## src/rtl/cpu_pkg.sv

```systemverilog
// Shared opcode/phase definitions for the controller and the ALU.
package cpu_pkg;

  typedef enum logic [2:0] {
    OP_HLT = 3'b000,
    OP_SKZ = 3'b001,
    OP_ADD = 3'b010,
    OP_AND = 3'b011,
    OP_XOR = 3'b100,
    OP_LDA = 3'b101,
    OP_STO = 3'b110,
    OP_JMP = 3'b111
  } opcode_e;

  typedef enum logic [2:0] {
    INST_ADDR  = 3'd0,
    INST_FETCH = 3'd1,
    INST_LOAD  = 3'd2,
    IDLE       = 3'd3,
    OP_ADDR    = 3'd4,
    OP_FETCH   = 3'd5,
    ALU_OP     = 3'd6,
    STORE      = 3'd7
  } phase_e;

  // Opcodes whose result lands in the accumulator via alu_out.
  function automatic logic is_aluop(input logic [2:0] op);
    return (op == OP_ADD) || (op == OP_AND) || (op == OP_XOR) || (op == OP_LDA);
  endfunction

endpackage

```

## src/rtl/ctrl_decode.sv

```systemverilog
// Combinational strobe decode from phase, halted flag, opcode and zero.
module ctrl_decode
  import cpu_pkg::*;
(
  input  phase_e     i_phase,
  input  logic       i_halted,
  input  logic [2:0] i_opcode,
  input  logic       i_zero,
  output logic       o_sel,
  output logic       o_rd,
  output logic       o_ld_ir,
  output logic       o_inc_pc,
  output logic       o_ld_pc,
  output logic       o_ld_ac,
  output logic       o_wr,
  output logic       o_data_e,
  output logic       o_halt
);

  logic w_aluop;
  logic w_is_sto;
  logic w_is_jmp;

  assign w_aluop  = is_aluop(i_opcode);
  assign w_is_sto = (i_opcode == OP_STO);
  assign w_is_jmp = (i_opcode == OP_JMP);

  always_comb begin
    o_sel    = 1'b0;
    o_rd     = 1'b0;
    o_ld_ir  = 1'b0;
    o_inc_pc = 1'b0;
    o_ld_pc  = 1'b0;
    o_ld_ac  = 1'b0;
    o_wr     = 1'b0;
    o_data_e = 1'b0;
    o_halt   = 1'b0;
    if (i_halted) begin
      o_halt = 1'b1;
    end else begin
      unique case (i_phase)
        INST_ADDR: begin
          o_sel = 1'b1;
        end
        INST_FETCH: begin
          o_sel = 1'b1;
          o_rd  = 1'b1;
        end
        INST_LOAD, IDLE: begin
          o_sel   = 1'b1;
          o_rd    = 1'b1;
          o_ld_ir = 1'b1;
        end
        OP_ADDR: begin
          o_inc_pc = 1'b1;
          o_halt   = (i_opcode == OP_HLT);
        end
        OP_FETCH: begin
          o_rd = w_aluop;
        end
        ALU_OP: begin
          o_rd     = w_aluop;
          o_inc_pc = (i_opcode == OP_SKZ) && i_zero;
          o_ld_pc  = w_is_jmp;
          o_data_e = w_is_sto;
        end
        STORE: begin
          o_rd     = w_aluop;
          o_ld_ac  = w_aluop;
          o_inc_pc = w_is_jmp;
          o_ld_pc  = w_is_jmp;
          o_wr     = w_is_sto;
          o_data_e = w_is_sto;
        end
      endcase
    end
  end

endmodule

```

## src/rtl/cpu_controller.sv

```systemverilog
// Eight-phase CPU sequencer: phase counter plus halted flag, decode in ctrl_decode.
// Optional CPU_CTRL_RESUME_EN adds a resume input that leaves the halted state.
module cpu_controller
  import cpu_pkg::*;
(
  input  logic       clk,
  input  logic       rst,
`ifdef CPU_CTRL_RESUME_EN
  input  logic       resume,
`endif
  input  logic [2:0] opcode,
  input  logic       zero,
  output logic       sel,
  output logic       rd,
  output logic       ld_ir,
  output logic       inc_pc,
  output logic       ld_pc,
  output logic       ld_ac,
  output logic       wr,
  output logic       data_e,
  output logic       halt,
  output logic [2:0] phase
);

  phase_e r_phase;
  logic   r_halted;
  phase_e w_phase_nxt;
  logic   w_halted_nxt;
  logic   w_resume;
  phase_e w_phase_eff;
  logic   w_halted_eff;

`ifdef CPU_CTRL_RESUME_EN
  assign w_resume = resume;
`else
  assign w_resume = 1'b0;
`endif

  always_ff @(posedge clk) begin
    if (rst) begin
      r_phase  <= INST_ADDR;
      r_halted <= 1'b0;
    end else begin
      r_phase  <= w_phase_nxt;
      r_halted <= w_halted_nxt;
    end
  end

  always_comb begin
    w_phase_nxt  = phase_e'(r_phase + 3'd1);
    w_halted_nxt = r_halted;
    if (r_halted) begin
      if (w_resume) begin
        w_phase_nxt  = INST_ADDR;
        w_halted_nxt = 1'b0;
      end else begin
        w_phase_nxt = r_phase;
      end
    end else if ((r_phase == OP_ADDR) && (opcode == OP_HLT)) begin
      w_phase_nxt  = r_phase;
      w_halted_nxt = 1'b1;
    end
  end

  // While rst is high the outputs already show the phase-0 decode.
  assign w_phase_eff  = rst ? INST_ADDR : r_phase;
  assign w_halted_eff = rst ? 1'b0 : r_halted;
  assign phase        = w_phase_eff;

  ctrl_decode u_ctrl_decode (
    .i_phase  (w_phase_eff),
    .i_halted (w_halted_eff),
    .i_opcode (opcode),
    .i_zero   (zero),
    .o_sel    (sel),
    .o_rd     (rd),
    .o_ld_ir  (ld_ir),
    .o_inc_pc (inc_pc),
    .o_ld_pc  (ld_pc),
    .o_ld_ac  (ld_ac),
    .o_wr     (wr),
    .o_data_e (data_e),
    .o_halt   (halt)
  );

endmodule

```

## config.mk

```make
export PLATFORM = sky130hd
export DESIGN_NAME = cpu_controller
export DESIGN_NICKNAME = d
export VERILOG_FILES = /design/src/rtl/cpu_pkg.sv /design/src/rtl/ctrl_decode.sv /design/src/rtl/cpu_controller.sv
export SDC_FILE = /design/constraint.sdc
export NUM_CORES = 1
export LEC_CHECK = 0
export ABC_AREA = 1
export CAP_MARGIN = 10
export CORE_AREA = 10 10 47 49
export DETAILED_ROUTE_END_ITERATION = 10
export DIE_AREA = 0 0 57 59
export PLACE_DENSITY = 0.66
export SETUP_SLACK_MARGIN = 0.3
export SKIP_CTS_REPAIR_TIMING = 1
export SYNTH_ARGS = -nofsm -noshare
export SYNTH_HDL_FRONTEND = slang
export SYNTH_SLANG_ARGS = --single-unit
```

## constraint.sdc

```tcl
create_clock -name clk -period 1.9 [get_ports clk]
set_clock_uncertainty 0.2 [all_clocks]
set_input_delay 0.38 -clock clk [delete_from_list [all_inputs] [get_ports clk]]
set_output_delay 0.38 -clock clk [all_outputs]
set_load 0.005 [all_outputs]
```

Yosys cells after proc, flatten, opt, wreduce, memory -nomap -nowiden
Index checks and enable logic that the tools add are counted.

Eq/ne operators: 15. Bitwise logic cells: 2. Add/sub/neg operators: 1. Mux-type cells: 22. Reductions and logical operators: 13.

Operator list (number): $eq 3x3->1 const B (9); $mux 1 (19); $eq 3x2->1 const B (4); $eq 3x1->1 const B (2); $logic_not 3->1 (2); $reduce_or 3->1 (2); $reduce_or 2->1 (2); $reduce_or 4->1 (1); $add 3x1->3 const B (1); $logic_or 1x1->1 (3); $mux 3 (1); $pmux 1 s3 (1); $logic_and 1x1->1 (2); $not 1->1 (2); $pmux 1 s2 (1); $reduce_and 2->1 (1).

Word-level logic and storage cells: 55. Register bits after elaboration: 4.

Logic depth before layout (Yosys ltp)
Gate-level depths: netlist (run 1).

Depth in word-level cells: 6. Gate-level depth with buffers: 9. Depth with buffers taken out: 9.

Cells and area by module
From an unflattened synthesis (run 1), not the netlist that was laid out.

Cell total of the unflattened synthesis: 65. Area, all modules: 382.9 µm².

Modules (own cells, without submodules): cpu_controller (instances 1, cells each 34, area each 241.5 µm², sequential area each 80.1 µm²); ctrl_decode (instances 1, cells each 31, area each 141.4 µm², sequential area each 0.0 µm²).

Worst setup path before layout (run 1)
Ideal clock, no wire load.

Kind: in2out. Start point: input rst. End point: output ld_pc. Buffers on the path: 1. Stages on the path: 4. Arrival time: 0.964 ns. Required time: 1.320 ns. Path slack: 0.356 ns. Path through: buf_2 > nor2_4 > inv_2 > nor4_1.

Word-level cells in the longest chain between the ends: 5. Elaborated cells on any way between the ends: 7.

RTL lines: from (decl) (RTL line cpu_controller.sv:7) `input logic rst,`; $mux 3 (*) (RTL line cpu_controller.sv:66) `assign w_phase_eff = rst ? INST_ADDR : r_phase;`; via phase[2] (RTL line cpu_controller.sv:22) `output logic [2:0] phase`; $eq 3x3->1 (RTL line ctrl_decode.sv:41) `unique case (i_phase)`; $reduce_or 2->1 (no line) (*); $mux 1 (*) (RTL line ctrl_decode.sv:41); $mux 1 (*) (RTL line ctrl_decode.sv:38) `if (i_halted) begin`; to (decl) (RTL line cpu_controller.sv:17) `output logic ld_pc,`.

Mark *: on every way through the listed nets, which the timed path passes. The rest lies on a longest branch.

Worst setup path in the final report (run 1)
Start point: register r_phase[2]. End point: output inc_pc.

Word-level cells in the longest chain between the ends: 4. Elaborated cells on any way between the ends: 6.

RTL lines: from (decl) (RTL line cpu_controller.sv:25) `phase_e r_phase;`; from (signal assigned) (RTL line cpu_controller.sv:44) `r_phase <= w_phase_nxt;`; $mux 3 (*) (RTL line cpu_controller.sv:66); $eq 3x3->1 (RTL line ctrl_decode.sv:41); $pmux 1 s3 (*) (RTL line ctrl_decode.sv:41); $mux 1 (*) (RTL line ctrl_decode.sv:38); to (decl) (RTL line cpu_controller.sv:16) `output logic inc_pc,`.

Mark *: on every way between the ends. The rest lies on a longest branch, timed or not.

==> metrics.txt, run 1 <==
outcome=completed; post-synthesis compound-gate area fraction=12.6%; hpwl dp=998 microns; Hold Vio Cnt, Final=0; total nets after synthesis=71; leakage=0.000415 uW; Hold WC Path Type=input port to flop; first-pass GRT wire length=2010 microns; top post-synthesis cells by count=nor2_1, inv_1, nand2_1; worst-margin pin slew=0.231 ns; cell-by-cell trace of the critical path=inv_2, nor2_4, buf_6, nand2_2, o21ai_2, nor2_1, nor2_2, buf_2; vias in the first global route=502; antenna-violating nets left=0; pwr dens=420 nW/um^2; RSZ-0062 raised after global routing=yes; max incr delay on CP=0.35 ns; combinational share of power=37.2%; full die area=3360 sq um; final-report max-slew violation count=0; register area=90.1 sq um; Worst setup EP type=output port; CP max FO=4; CTS tree=yes; Sequential Power Share=30.6%; vias after detailed routing=526; Die Width=57 microns; synth unique cells=21; Pre-Repair DR Iteration Count=2; slew margin rel.=84.5%; ant diodes=0; Post-Synth Adder-Cell Area=6.45%; largest net degree at the start of global routing=9; P_int=223 uW; most frequent cell after synthesis=nor2_1; P&R area growth vs syn=99.7%; Final Critical Period=1.81 ns; height of the die=59 microns; pre-CTS WS=-0.640 ns; CTS Buf Count=3; Sw Ratio=31.5%; Seq/Total Area, Yosys=20.6%; worst path arrival time=1.23 ns; Synth area leader=dfxtp_1; Synth Cell Area=388 sq um; GRT Residual Overflow=0; Initial Util=27.7%; row cnt=14; mux cell area share after synthesis=0%; Top Ports=18; gp weighted congestion=0.784; Synth area leaders=dfxtp_1, nor2_1, inv_1, nand2_1, ha_1; slowest CP cell=dfxtp_2; largest family of logic cells by synthesized area=simple AND/OR/NAND/NOR gates; # fillers=137; nets=111; synth warn=0; Synth top area share=20.6%; 1st-iter DRT viols=2; post-synthesis instance total=63; Core ar.=1400 sq um; clk sinks=4; average size of a mapped cell=6.16 sq um; Worst-Skew Late Latency=0.24 ns; count of final setup violators=0; top_reg_cell synth=dfxtp_1; Tcrit/Tclk final=95.5%; routed wire length=1380 microns; critical path class=flop to output port; Synth Area in Simple Gates=48.4%; Critical Path RT=1.32 ns; Clk pwr share=32.2%; Max-Cap Viols=0; Max clock buf depth=2; Post-synth EDFFs=0; area of the multi-input gates=327 sq um; GRT Overall Usage=7.36%; initial antenna violation count=0; final setup TNS=0 ns; net switching power=103 uW; Port Buffers=17; drt via density=4.50; H-Tree Level Count=1; root buf cell=clkbuf_4; crit start category=flop; worst setup margin=0.0852 ns; Remaining DRCs=0; fraction of layout instances using a drive strength above 1=62.4%; XOR/XNOR Fraction of Synth Area=0%; Synth async-reset ratio=0%; VDD IR max=431 uV; number of synthesized register bits=4; highest clock rate=0.551 GHz; CTS clk-pin slew, worst paths=0.04 ns; per-cell routed wire length=11.8 microns
-- critical path: cells and delay by family, from the launching register on --
family          cells  cell delay [ns]
simple gates        4             0.32
compound gates      1             0.06
buf+inv             3             0.27
flops               1             0.35
-- placed cells by master, fill, tap and decap left out --
cell type	synthesis	final
a21oi_2	1	1
nand4_1	2	2
nand3_2	1	2
nand2_2	2	2
nand3b_1	1	1
ha_1	2	2
buf_2	1	8
buf_4	0	17
o21ai_1	0	1
nor2_2	2	3
nor4_4	0	1
dfxtp_2	0	2
inv_4	0	1
nor4_2	0	2
clkbuf_2	0	4
nor2_4	1	3
o21ai_2	1	2
buf_6	0	3
nor2_1	15	12
inv_1	9	5
inv_2	2	5
clkbuf_4	0	3
dlymetal6s2s_1	0	4
nor3_2	0	1
dfxtp_4	0	2
nand3_1	3	2
o22ai_2	0	1
nand2_1	7	7
o21bai_1	2	2
-- worst paths after layout --
| check | from | to | slack, ns | depth (start not counted) |
|---|---|---|---|---|
| max | r_phase[2] | inc_pc | 0.09 | 8 |
| min | rst | r_phase[2] | 0.39 | 4 |
| max reg2reg | r_phase[1] | r_phase[1] | 0.41 | 10 |
| min reg2reg | r_phase[0] | r_phase[0] | 0.40 | 3 |
-- per-layer routing --
layer	vias to the layer above	GRT usage, %	wire, microns
met1	223	6.56	503
li1	285	-	-
met4	0	5.03	46
met2	12	13.0	729
met5	-	0	0
met3	6	3.43	102
-- per-stage QoR --
stage               area (sq um)  hold WS (ns)  utilization, %  cells  power [uW]
global placement             663         0.428            47.3    107         209
floorplan                    388         0.305               -     63         145
CTS                          686         0.440            48.9    110         318
global route                 774         0.406            55.3    117         353
finish                       774         0.395            55.3    117         326
detailed placement           663         0.431            47.3    107         211
-- sequential cells by signal, summed over array words and instances (netlist names) --
name      cells
r_phase       3
r_halted      1
-- power by group through the flow --
stage | clock, uW | combinational [uW] | sequential, uW
floorplan | 0 | 45.4 | 99.3
global placement | 0 | 109 | 99.4
detailed placement | 0 | 111 | 99.5
CTS | 108 | 112 | 98.3
global route | 117 | 136 | 100
finish | 105 | 121 | 99.6
-- area by class of cell --
type                            count  area share, %
Clock buffer                        3           2.91
Inverter                           11           5.65
Multi-Input combinational cell     47           42.2
Sequential cell                     4           11.6
Tap cell                           16           2.58
Timing Repair Buffer               36           35.1
-- cell families after synthesis --
kind of cell	Yosys count
compound gates	7
flops	4
simple gates	38
buf+inv	12
fa+ha+maj	2
Note: power is estimated with default switching activity, not from simulation.
==> inputs of run 2 (changes only) <==
Settings changed: SKIP_CTS_REPAIR_TIMING 1 to not set.
==> metrics.txt, run 2 (synthesis results as in run 1) <==
outcome=completed (unchanged); CTS Buf Count=3 (unchanged); P_int=246 uW (was 223 uW); highest clock rate=0.550 GHz (was 0.551 GHz); final hold slack=0.293 ns (was 0.395 ns); routed wire length=1570 microns (was 1380 microns); VDD IR max=433 uV (was 431 uV); GRT met3 Usage=3.00% (was 3.43%); Max clock buf depth=2 (unchanged); crit start category=flop (unchanged); placed insts=107 (unchanged); Worst-Skew Late Latency=0.24 ns (about the same); slew margin rel.=81.6% (was 84.5%); Hold WC Path Type=input port to flop (unchanged); Critical Path RT=1.32 ns (about the same); Hold Buf Count CTS=0; vias in the first global route=545 (was 502); worst path arrival time=1.24 ns (was 1.23 ns); GRT Max-Usage Layer=met2 (unchanged); area of the multi-input gates=348 sq um (was 327 sq um); Sequential Power Share=27.6% (was 30.6%); CTS tree=yes (unchanged); largest register by flop count=r_phase (unchanged); Top delay family on crit path=flip-flops (unchanged); leakage=0.000405 uW (was 0.000415 uW); Sw Ratio=32.3% (was 31.5%); GRT Overall Usage=8.40% (was 7.36%); Hold Vio Cnt, Final=0 (unchanged); first-pass GRT wire length=2290 microns (was 2010 microns); GR Layer Usage met2=15.8% (was 13.0%); met1 usage=7.52% (was 6.56%); Die Width=57 microns (unchanged); height of the die=59 microns (unchanged); Max-Cap Viols=0 (unchanged); Worst setup EP type=output port (unchanged); row cnt=14 (unchanged); largest net degree at the start of global routing=7 (was 9); root buf cell=clkbuf_4 (unchanged); register area=92.6 sq um (was 90.1 sq um); combinational share of power=43.5% (was 37.2%); final-report max-slew violation count=0 (unchanged); non-filler instance count after layout=123 (was 117); Core ar.=1400 sq um (unchanged); GRT Residual Overflow=0 (unchanged); Post-Layout Inst Area=857 sq um (was 774 sq um); commonest non-fill, non-tap cells in the layout=buf_4, nor2_1, buf_2, nand2_1, buf_6 (was buf_4, nor2_1, buf_2, nand2_1); P&R area growth vs syn=121% (was 99.7%); CP max FO=4 (unchanged); initial antenna violation count=0 (unchanged); pwr dens=425 nW/um^2 (was 420 nW/um^2); Post-DP Area=663 sq um (unchanged); vias after detailed routing=563 (was 526); antenna-violating nets left=0 (unchanged); max incr delay on CP=0.36 ns (was 0.35 ns); Tcrit/Tclk final=95.6% (was 95.5%); worst-margin pin slew=0.274 ns (was 0.231 ns); fraction of layout instances using a drive strength above 1=70.1% (was 62.4%); Remaining DRCs=0 (unchanged); critical path class=flop to output port (unchanged); Top Registers=r_phase x3, r_halted x1 (unchanged); gp weighted congestion=0.784 (unchanged); slowest CP cell=dfxtp_4 (was dfxtp_2); 1st-iter DRT viols=6 (was 2); drt via density=4.58 (was 4.50); Final Critical Period=1.82 ns (was 1.81 ns); Pre-Repair DR Iteration Count=4 (was 2); per-cell routed wire length=12.8 microns (was 11.8 microns); ant diodes=0 (unchanged); net switching power=118 uW (was 103 uW); RSZ-0062 raised after global routing=yes (unchanged); CTS clk-pin slew, worst paths=0.04 ns (about the same); hpwl dp=998 microns (unchanged); clk sinks=4 (unchanged); Clk pwr share=28.9% (was 32.2%); # fillers=119 (was 137); utilization after layout=61.2% (was 55.3%); max reg flops=3 (unchanged); Initial Util=27.7% (unchanged); cell-by-cell trace of the critical path=inv_4, nor2_4, inv_2, buf_6, nor3_2, buf_2 (was inv_2, nor2_4, buf_6, nand2_2, o21ai_2, nor2_1, nor2_2, buf_2); most common cell after layout, fill and taps aside=buf_4 (unchanged); Power, Total=364 uW (was 326 uW); WP buf/inv=4 (was 3); count of final setup violators=0 (unchanged); Port Buffers=17 (unchanged); nets=117 (was 111); worst reg2reg setup slack=0.35 ns (was 0.41 ns); Top Ports=18 (unchanged); H-Tree Level Count=1 (unchanged); full die area=3360 sq um (unchanged)
[run 2: timing repair]
action / in CTS / in global routing
resized for setup: 85 / 20
endpoints found under the setup margin: 14 / 15
setup buffers: 6 / 7
pin swaps: 12 / 16
[run 2: final cells by class]
cell class | instances | area share (%)
Clock buffer | 3 | 2.63
Multi-Input combinational cell | 47 | 40.6
Sequential cell | 4 | 10.8
Inverter | 11 | 6.28
Tap cell | 16 | 2.34
Timing Repair Buffer | 42 | 37.4
[run 2: path summary, 6_finish.rpt]
check                           startpoint          to  cells past startpoint
worst max-delay path            r_phase[2]      data_e                      6
worst max register to register  r_phase[1]  r_phase[1]                     11
worst min register to register  r_phase[0]  r_phase[0]                      3
worst min-delay path                   rst  r_phase[2]                      3
[run 2: power by group through the flow]
stage	registers, uW	clock network [uW]	logic (uW)
3_5_place_dp	99.5	0	111
6_report	100	105	158
5_1_grt	101	116	173
4_1_cts	99.0	108	126
2_1_floorplan	99.3	0	45.4
3_3_place_gp	99.4	0	109
[run 2: routing by layer]
layer | wire (microns) | up-vias
li1 | - | 291
met4 | 23 | 0
met3 | 80 | 2
met2 | 887 | 17
met1 | 578 | 253
met5 | 0 | -
[run 2: worst register-to-register path, delay by kind of cell (launching register included)]
family	cells	cell delay (ns)
fa+ha+maj	1	0.14
buf+inv	5	0.38
flops	1	0.35
simple gates	5	0.36
[run 2: metrics by stage]
| step | setup TNS, ns | setup WS [ns] |
|---|---|---|
| final | 0 | 0.0830 |
| after global placement | -5.97 | -0.616 |
| after floorplan | 0 | 0.356 |
| after detailed placement | -6.20 | -0.640 |
| after global routing | -0.00414 | -0.00414 |
| after CTS | 0 | 0.0906 |
